<file path="config.mk">
export PLATFORM = sky130hd
export DESIGN_NAME = conbus_rr
export DESIGN_NICKNAME = d
export VERILOG_FILES = /design/src/rtl/conbus_rr.sv
export SDC_FILE = /design/constraint.sdc
export NUM_CORES = 1
export LEC_CHECK = 0
export CORE_AREA = 2 2 259 261
export CTS_CLUSTER_SIZE = 14
export DETAILED_ROUTE_END_ITERATION = 8
export DIE_AREA = 0 0 261 263
export GPL_ROUTABILITY_DRIVEN = 0
export SLEW_MARGIN = 20
export SYNTH_ARGS = -nofsm -noshare
export SYNTH_HDL_FRONTEND = slang
export SYNTH_SLANG_ARGS = --single-unit
</file>
<file path="constraint.sdc">
create_clock -name sys_clk -period 10.1 [get_ports sys_clk]
set_input_delay 3.03 -clock sys_clk [delete_from_list [all_inputs] [get_ports sys_clk]]
set_output_delay 3.03 -clock sys_clk [all_outputs]
set_load 0.05 [all_outputs]
</file>
<file path="src/rtl/conbus_rr.sv">
// conbus_rr - shared-bus Wishbone interconnect with a registered round-robin
// arbiter, a per-slave address decoder and error signalling. Error signalling
// covers decode misses, slave errors and a watchdog timeout, so that a master
// never waits forever.
//
// Ports
//   sys_clk, sys_rst          clock, synchronous active-high reset
//   m_adr_i .. m_stb_i        packed per-master request fields, master k at [k*W +: W]
//   m_dat_o                   read data shared by all masters
//   m_ack_o, m_err_o          per-master handshake, only the granted master sees it
//   s_adr_o .. s_cyc_o        shared slave bus carrying the granted master's fields
//   s_stb_o                   per-slave decoded strobe
//   s_dat_i, s_ack_i, s_err_i packed per-slave responses
module conbus_rr #(
    parameter int NM      = 5,
    parameter int NS      = 5,
    parameter int AW      = 32,
    parameter int DW      = 32,
    parameter int SAW     = 4,
    parameter logic [NS*SAW-1:0] S_ADDRS = {4'h4, 4'h3, 4'h2, 4'h1, 4'h0},
    parameter int TIMEOUT = 255
) (
    input  logic                   sys_clk,
    input  logic                   sys_rst,
    input  logic [NM*AW-1:0]       m_adr_i,
    input  logic [NM*DW-1:0]       m_dat_i,
    input  logic [NM*(DW/8)-1:0]   m_sel_i,
    input  logic [NM*3-1:0]        m_cti_i,
    input  logic [NM-1:0]          m_we_i,
    input  logic [NM-1:0]          m_cyc_i,
    input  logic [NM-1:0]          m_stb_i,
    output logic [DW-1:0]          m_dat_o,
    output logic [NM-1:0]          m_ack_o,
    output logic [NM-1:0]          m_err_o,
    output logic [AW-1:0]          s_adr_o,
    output logic [DW-1:0]          s_dat_o,
    output logic [DW/8-1:0]        s_sel_o,
    output logic [2:0]             s_cti_o,
    output logic                   s_we_o,
    output logic                   s_cyc_o,
    output logic [NS-1:0]          s_stb_o,
    input  logic [NS*DW-1:0]       s_dat_i,
    input  logic [NS-1:0]          s_ack_i,
    input  logic [NS-1:0]          s_err_i
);

    localparam int LW  = (NM > 1) ? $clog2(NM) : 1;
    localparam int WDW = $clog2(TIMEOUT + 1);

    typedef enum logic {IDLE, BUSY} state_t;

    state_t         state, state_nx;
    logic [NM-1:0]  gnt, gnt_nx;
    logic [LW-1:0]  last, last_nx, winner;
    logic [WDW-1:0] wd_cnt, wd_nx;
    logic           err_pend, err_pend_nx;
    logic           gstb, miss, ack_any, err_any;
    logic [NS-1:0]  match, sel;

    // AND-OR mux of the granted master onto the shared slave bus; with no
    // grant every field collapses to zero.
    always_comb begin
        s_adr_o = '0;
        s_dat_o = '0;
        s_sel_o = '0;
        s_cti_o = '0;
        s_we_o  = 1'b0;
        s_cyc_o = 1'b0;
        gstb    = 1'b0;
        for (int k = 0; k < NM; k++) begin
            if (gnt[k]) begin
                s_adr_o = s_adr_o | m_adr_i[k*AW +: AW];
                s_dat_o = s_dat_o | m_dat_i[k*DW +: DW];
                s_sel_o = s_sel_o | m_sel_i[k*(DW/8) +: DW/8];
                s_cti_o = s_cti_o | m_cti_i[k*3 +: 3];
                s_we_o  = s_we_o  | m_we_i[k];
                s_cyc_o = s_cyc_o | m_cyc_i[k];
                gstb    = gstb    | m_stb_i[k];
            end
        end
    end

    // Address decode on the top SAW bits. The descending scan lets the lowest
    // matching slave overwrite higher ones, so overlapping bases stay one-hot.
    // A pending error masks the strobe so the slave does not see the access
    // that is being failed.
    always_comb begin
        sel = '0;
        for (int i = 0; i < NS; i++) begin
            match[i] = (s_adr_o[AW-1 -: SAW] == S_ADDRS[i*SAW +: SAW]);
        end
        for (int i = NS - 1; i >= 0; i--) begin
            if (match[i]) begin
                sel    = '0;
                sel[i] = 1'b1;
            end
        end
        s_stb_o = sel & {NS{s_cyc_o & gstb & ~err_pend}};
        miss    = s_cyc_o & gstb & ~(|match) & ~err_pend;
        ack_any = |(s_ack_i & s_stb_o);
        err_any = |(s_err_i & s_stb_o);
        m_dat_o = '0;
        for (int i = 0; i < NS; i++) begin
            if (s_stb_o[i]) begin
                m_dat_o = m_dat_o | s_dat_i[i*DW +: DW];
            end
        end
        m_ack_o = gnt & {NM{ack_any}};
        m_err_o = gnt & {NM{err_any | err_pend}};
    end

    // Round-robin pick: first requester after the previous winner, wrapping.
    always_comb begin
        winner = last;
        for (int i = NM; i >= 1; i--) begin
            if (m_cyc_i[(int'(last) + i) % NM]) begin
                winner = LW'((int'(last) + i) % NM);
            end
        end
    end

    // Arbiter FSM: a grant is held for the whole cyc tenure and released into
    // IDLE, which gives one dead cycle between owners.
    always_comb begin
        state_nx = state;
        gnt_nx   = gnt;
        last_nx  = last;
        case (state)
            IDLE: begin
                if (|m_cyc_i) begin
                    gnt_nx   = NM'(1) << winner;
                    last_nx  = winner;
                    state_nx = BUSY;
                end
            end
            BUSY: begin
                if (!s_cyc_o) begin
                    gnt_nx   = '0;
                    state_nx = IDLE;
                end
            end
            default: begin
                gnt_nx   = '0;
                state_nx = IDLE;
            end
        endcase
    end

    // Watchdog and the one-cycle error pulse. An unanswered strobe counts up,
    // and reaching TIMEOUT-1 raises the same pulse that a decode miss raises.
    // A response in that cycle takes precedence because the count only
    // advances when no ack or err is present.
    always_comb begin
        wd_nx       = '0;
        err_pend_nx = 1'b0;
        if (!err_pend) begin
            if (miss) begin
                err_pend_nx = 1'b1;
            end else if ((|s_stb_o) && !ack_any && !err_any) begin
                if (wd_cnt == WDW'(TIMEOUT - 1)) begin
                    err_pend_nx = 1'b1;
                end else begin
                    wd_nx = wd_cnt + WDW'(1);
                end
            end
        end
    end

    // State registers; reset makes master 0 the first winner.
    always_ff @(posedge sys_clk) begin
        if (sys_rst) begin
            state    <= IDLE;
            gnt      <= '0;
            last     <= LW'(NM - 1);
            wd_cnt   <= '0;
            err_pend <= 1'b0;
        end else begin
            state    <= state_nx;
            gnt      <= gnt_nx;
            last     <= last_nx;
            wd_cnt   <= wd_nx;
            err_pend <= err_pend_nx;
        end
    end

endmodule
</file>
==> results of run 1 <==
[metal layers]
metal / global-route usage, % / up-vias / wire (µm)
met5: 0 / - / 41
met4: 4.70 / 6 / 1760
met3: 5.37 / 68 / 7020
met2: 23.1 / 760 / 23900
met1: 15.6 / 4728 / 19200
li1: - / 4474 / -
[path summary, 6_finish.rpt]
check | startpoint | end | depth (start not counted)
worst max-delay path | m_adr_i[157] | m_dat_o[23] | 9
worst min-delay path | last[2] | last[2] | 1
worst max register to register | last[1] | gnt[3] | 17
worst min register to register | last[2] | last[2] | 1
[power by group through the flow]
stage	combinational, W	sequential [W]	clock [W]
floorplan	0.00169	0.0000934	0
global placement	0.00255	0.000111	0
detailed placement	0.00259	0.000111	0
CTS	0.00260	0.000110	0.0000850
global route	0.00281	0.000112	0.0000890
finish	0.00261	0.000110	0.0000822
[cell type report]
class | instances | area, µm² | area share, %
Timing Repair Buffer | 685 | 6770 | 50.9
Multi-Input combinational cell | 662 | 4900 | 36.8
Tap cell | 864 | 1080 | 8.12
Sequential cell | 18 | 379 | 2.85
Inverter | 23 | 86.3 | 0.649
Clock buffer | 4 | 78.8 | 0.592
Antenna cell | 3 | 7.51 | 0.0564
[flip-flops by register name (all words and copies together), names as in the netlist]
register	cells
wd_cnt	8
gnt	5
last	3
err_pend	1
state	1
[cells in the final DEF (no fill, tap or decap), types with 5 or more instances in the layout]
cell,synthesis,layout
xor2_1,5,5
nand2_1,134,134
o21ai_0,9,9
buf_4,1,33
clkdlybuf4s50_1,0,652
and3_1,6,6
dfxtp_1,18,13
dfxtp_4,0,5
mux2_2,5,5
a211oi_1,5,5
o211ai_1,10,10
mux2i_1,7,7
nor2_2,8,10
a222oi_1,107,107
o21a_1,7,7
nor4_1,7,7
inv_1,20,20
xnor2_1,6,6
nand2b_1,5,5
nor2b_1,13,13
nand3_1,14,14
a21oi_1,22,21
a21o_1,5,5
nor3_1,14,14
a22oi_1,108,108
ha_1,28,28
nor2_1,21,19
and2_1,6,6
[stage by stage]
step	util (%)	hold WS [ns]	area, µm²	setup WS [ns]
floorplan	-	0.462	5650	1.17
finish	20.3	0.480	13300	0.492
global route	20.3	0.495	13300	0.400
detailed placement	20.1	0.469	13200	0.533
global placement	20.1	0.450	13200	0.522
CTS	20.3	0.482	13300	0.522
[worst reg2reg max path: stages (launching register included)]
cell and delay, ns:
dfxtp_1 0.53, inv_1 0.37, ha_1 0.76, inv_1 0.29, ha_1 0.33, nor2_1 0.20
a211oi_2 0.14, or2_2 0.34, ha_1 0.26, nor3_1 0.20, a21oi_1 0.13, o211ai_1 0.50
mux2i_1 0.16, a221oi_1 0.27, o2111ai_1 0.20, nor4_2 0.51, or2_1 0.22, a32o_1 0.20
[cells by family after synthesis]
family          after synthesis  share of synthesized area [%]
compound gates              341                           51.2
simple gates                266                           23.4
buf+inv                      99                           7.27
fa+ha+maj                    28                           6.21
flops                        18                           6.38
xor+xnor                     14                           2.90
mux                          13                           2.64
==> impl_metrics.json, run 1 <==
{
  "io_buffers": 661,
  "hp-class": "flip-flop to flip-flop",
  "cts_root_buf": "clkbuf_16",
  "p_sw_share_pct": 59.5,
  "via_count": 10000,
  "worst_setup_path_end_kind": "output port",
  "internal_power_w": 0.00113,
  "cts_max_level": 1,
  "cp_cell_sequence": "clkdlybuf4s50_1 -> a222oi_1 -> nand2_1 -> or2_2 -> nor3b_4 -> buf_4 -> a222oi_1 -> nand2_1 -> clkdlybuf4s50_1",
  "fmax_ghz": 0.104,
  "postSynth.asyncResetShare_pct": 0,
  "drcViolationCount": 0,
  "dpl.hpwl_um": 43600,
  "fillers": 7204,
  "clk_pin_slew_ns": 0.05,
  "fp-row-count": 94,
  "die_h_um": 263,
  "total_power_w": 0.00280,
  "crit_path_max_fanout": 34,
  "synthesis.area_um2": 5650,
  "final.period_utilization_pct": 95.1,
  "syn_inst": 779,
  "slew_violations": 0,
  "wl_um": 51900,
  "cp.arrival_ns": 6.58,
  "cpPeakStageDelay_ns": 0.85,
  "stdcell_count": 2259,
  "wire_per_inst_um": 23.0,
  "yosys_most_used_dff": "dfxtp_1",
  "synth.distinct_cells": 94,
  "postCtsSetupBuffers": 0,
  "tns_ns": 0,
  "pin_count": 662,
  "tritoncts": "built",
  "synth_area_leaders": "a222oi_1 19%, a22oi_1 14%, nand2_1 8.9%",
  "synth_top_area_cell": "a222oi_1",
  "finalSetupViolCount": 0,
  "cp-start-kind": "input port",
  "seq_area_frac_synth_pct": 6.38,
  "grt_usage_pct": 13.7,
  "cts_num_sinks": 18,
  "ys_seq_elements": 18,
  "syn_area_per_cell_um2": 7.25,
  "outcome": "completed",
  "grt_max_degree": 71,
  "r2r_slack_ns": 4.40,
  "cellPowerDensity_nw_per_um2": 210,
  "maxCapViolCount": 0,
  "coreArea_um2": 65600,
  "initial_utilization_pct": 8.60,
  "placed_cells": 2252,
  "die_area_um2": 68600,
  "die_x_um": 261,
  "syn_nets": 1349,
  "synth_top_area_share_pct": 19.0,
  "area_delta_synth_final_pct": 136,
  "drt_iter0_drc": 1296,
  "fin_nets": 1963,
  "numCtsBuffers": 3,
  "antenna_found_initial": 10,
  "ctsHoldBuffers": 0,
  "pwr-share-seq_pct": 3.9,
  "cts_resized": 0,
  "peakVddDrop_v": 0.000105,
  "grt-ovfl-total": 0,
  "final_hold_viol_count": 0,
  "max_slew_margin_pct": 36.1,
  "critPathTopFamily": "buffers and inverters",
  "clk_latency_ns": 0.25,
  "crit_type": "input port to output port",
  "period_needed_ns": 9.61,
  "ant_nets": 0,
  "layout-drive-gt1-share_pct": 5.89,
  "p_clk_share_pct": 2.9,
  "cts_buffer_depth": 2,
  "routed_via_density": 4.44,
  "yosysWarnings": 0,
  "worst-path-buf-inv": 3,
  "synth_most_common_cell": "nand2_1",
  "drt_pass1_iterations": 9,
  "netSwitchingPower_w": 0.00167,
  "skew_ns": 0.00206,
  "cp_slowest_cell": "clkdlybuf4s50_1",
  "grt_pass1_wl_um": 68500,
  "leakage_nw": 4.86,
  "rsz0062_at_grt": "false",
  "worst_slew_pin_slew_ns": 0.958,
  "crit_required_ns": 7.07,
  "netlist_top_cells_count": "134 x nand2_1, 108 x a22oi_1, 107 x a222oi_1, 47 x clkbuf_1, 28 x ha_1",
  "synth_edf_count": 0,
  "power_frac_comb_pct": 93.2,
  "grt_pass1_vias": 9987
}
No activity file was read; power rests on OpenSTA's default activity.
==> run 2, diff against run 1 <==
ABC_AREA = 1   (was not set)
CAP_MARGIN = 0   (was not set)
CORE_AREA = 2 2 260 262   (was 2 2 259 261)
DIE_AREA = 0 0 262 264   (was 0 0 261 263)
==> run 2 against run 1 <==
Clock skew up 0.00072 ns. Worst hold slack got worse by 0.012 ns. Fmax is 4.7% higher. Flip-flop and latch count stayed put. Design area is 2.2% higher. Highest routed layer unchanged.
==> impl_metrics.json, run 2 <==
{
  "synth_most_common_cell": "nand2_1",
  "n_antenna_cell": 0,
  "initial_utilization_pct": 8.56,
  "grt-ovfl-total": 0,
  "final.period_utilization_pct": 90.8,
  "die_area_um2": 69200,
  "routed_via_density": 3.91,
  "syn_nets": 1594,
  "worst-path-buf-inv": 7,
  "final_util_pct": 20.4,
  "cellPowerDensity_nw_per_um2": 216,
  "synth_top_area_share_pct": 20.6,
  "slew_violations": 0,
  "ant_nets": 0,
  "crit_path_max_fanout": 34,
  "synth.distinct_cells": 44,
  "postSynth.asyncResetShare_pct": 0,
  "final_hold_viol_count": 0,
  "via_count": 9850,
  "clk_latency_ns": 0.25,
  "grt_max_degree": 76,
  "die_h_um": 264,
  "coreArea_um2": 66600,
  "area_delta_synth_final_pct": 139,
  "top_register": "wd_cnt",
  "dpl_worst_slack_ns": 0.871,
  "io_buffers": 661,
  "cts_root_buf": "clkbuf_16",
  "cts_num_sinks": 18,
  "postCtsSetupBuffers": 0,
  "fin_nets": 2214,
  "p_sw_share_pct": 62.6,
  "post_dp_cell_area_um2": 13500,
  "p_clk_share_pct": 2.7,
  "critPathMostFrequentCell": "nand2_1",
  "tritoncts": "built",
  "synthesis.area_um2": 5700,
  "synth_top_area_cell": "nand2_1",
  "die_x_um": 262,
  "drt_iter0_drc": 573,
  "fmax_ghz": 0.109,
  "hp-class": "flip-flop to flip-flop",
  "cp.arrival_ns": 6.14,
  "antenna_found_initial": 23,
  "critPathTopFamily": "buffers and inverters",
  "drcViolationCount": 0,
  "period_needed_ns": 9.17,
  "crit_type": "input port to output port",
  "rsz0062_at_grt": "false",
  "internal_power_w": 0.00110,
  "power_frac_comb_pct": 92.8,
  "dpl.hpwl_um": 43500,
  "clk_pin_slew_ns": 0.05,
  "pwr-share-seq_pct": 4.5,
  "seq_area_frac_synth_pct": 6.33,
  "wl_um": 50400,
  "r2r_slack_ns": 5.49,
  "finalSetupViolCount": 0,
  "layout-drive-gt1-share_pct": 8.22,
  "worst_setup_path_end_kind": "output port",
  "pin_count": 662,
  "yosysWarnings": 0,
  "grt_pass1_vias": 9555,
  "cts_buffer_depth": 2,
  "cp_slowest_cell": "clkdlybuf4s50_1",
  "grt_pass1_wl_um": 66400,
  "leakage_nw": 5.44,
  "numCtsBuffers": 3,
  "top_regs": "wd_cnt x8, gnt x5, last x3",
  "netSwitchingPower_w": 0.00184,
  "mostFrequentLayoutCell": "clkdlybuf4s50_1",
  "syn_inst": 1024,
  "yosys_most_used_dff": "dfxtp_1",
  "synth_area_leaders": "nand2_1 21%, a22o_1 16%, nand3_1 13%",
  "layout_common_cells": "616 x clkdlybuf4s50_1, 312 x nand2_1, 151 x nand3_1, 124 x a21oi_1, 101 x a22o_1",
  "peakVddDrop_v": 0.000120,
  "setup_ws_ns": 0.926,
  "cp_cell_sequence": "clkdlybuf4s50_1 -> nand2_1 -> nand2_1 -> a21oi_1 -> buf_4 -> o21ai_0 -> a21oi_1 -> inv_1 -> nor2_1 -> nand2_1 -> nor2_1 -> nand2_1 -> inv_2 -> buf_4 -> nand2_1 -> nand4_1 -> inv_2 -> nor2_1 -> buf_12",
  "finalInstanceArea_um2": 13600,
  "max_slew_margin_pct": 29.7,
  "fp-row-count": 95,
  "cts_resized": 0,
  "syn_area_per_cell_um2": 5.56,
  "crit_required_ns": 7.07,
  "worst_slew_pin_slew_ns": 1.05,
  "ctsHoldBuffers": 0,
  "netlist_top_cells_count": "312 x nand2_1, 151 x nand3_1, 124 x a21oi_1, 101 x a22o_1, 70 x inv_1",
  "largest_register_ffs": 8,
  "wire_per_inst_um": 20.0,
  "grt_usage_pct": 13.4,
  "synth_edf_count": 0,
  "drt_pass1_iterations": 4,
  "maxCapViolCount": 0,
  "skew_ns": 0.00278,
  "ys_seq_elements": 18,
  "outcome": "completed",
  "tns_ns": 0,
  "cpPeakStageDelay_ns": 0.50,
  "cp-start-kind": "input port",
  "cts_max_level": 1
}
run 2: cell types whose count changed after synthesis, sizes merged, moves of 62 or more:
cell | previous run | this run
a21oi | 23 | 125
inv | 22 | 84
nand3 | 14 | 158
a22o | 4 | 101
nand2 | 135 | 339
a222oi | 107 | 0
a22oi | 109 | 1
run 2: worst paths after layout:
path,startpoint,to,depth (start not counted)
worst max-delay path,m_adr_i[60],m_ack_o[0],19
worst min-delay path,wd_cnt[0],wd_cnt[0],1
worst max register to register,last[0],gnt[4],29
worst min register to register,wd_cnt[0],wd_cnt[0],1
run 2: per-stage QoR:
stage                     std cells  hold slack (ns)  power (W)
after floorplan                1024            0.430    0.00191
after global placement         2512            0.449    0.00284
after detailed placement       2512            0.459    0.00286
after CTS                      2516            0.472    0.00295
after global routing           2516            0.492    0.00319
final                          2516            0.469    0.00293
run 2: logic make-up after synthesis:
| family | after synthesis | share of synthesized area [%] |
|---|---|---|
| flip-flops | 18 | 6.33 |
| adder cells (fa/ha/maj) | 28 | 6.15 |
| AO/OA/AOI/OAI | 261 | 30.6 |
| AND/OR/NAND/NOR | 558 | 44.4 |
| buffers and inverters | 148 | 10.3 |
| XOR/XNOR | 11 | 2.15 |
run 2: power groups by stage:
| stage | sequential [W] | combinational [W] | clock [W] |
|---|---|---|---|
| 6_report | 0.000132 | 0.00272 | 0.0000800 |
| 5_1_grt | 0.000136 | 0.00297 | 0.0000872 |
| 4_1_cts | 0.000132 | 0.00273 | 0.0000824 |
| 3_5_place_dp | 0.000134 | 0.00272 | 0 |
| 3_3_place_gp | 0.000134 | 0.00271 | 0 |
| 2_1_floorplan | 0.0000946 | 0.00181 | 0 |
run 2: cell type report:
cell class | count | area [µm²]
Fill cell | 7500 | 53000
Inverter | 86 | 328
Clock buffer | 4 | 78.8
Multi-Input combinational cell | 858 | 4750
Timing Repair Buffer | 677 | 6970
Sequential cell | 18 | 379
Tap cell | 873 | 1090
run 2: worst register-to-register path: cells and delay by family (launching register included):
family / cells / cell delay [ns]
adders and majority gates: 3 / 1.11
buffers and inverters: 4 / 0.91
and+or+nand+nor: 20 / 1.87
DFF: 1 / 0.30
xor gates and xnor gates: 1 / 0.22
AOI/OAI and AO/OA: 1 / 0.13
run 2: per-layer routing:
| layer | part of all wire (%) | track usage [%] | up-vias |
|---|---|---|---|
| met3 | 11 | 4.55 | 64 |
| met4 | 2.2 | 2.61 | 14 |
| met2 | 48 | 23.9 | 592 |
| met5 | 0.17 | 0 | - |
| met1 | 39 | 15.5 | 4420 |
| li1 | - | - | 4760 |
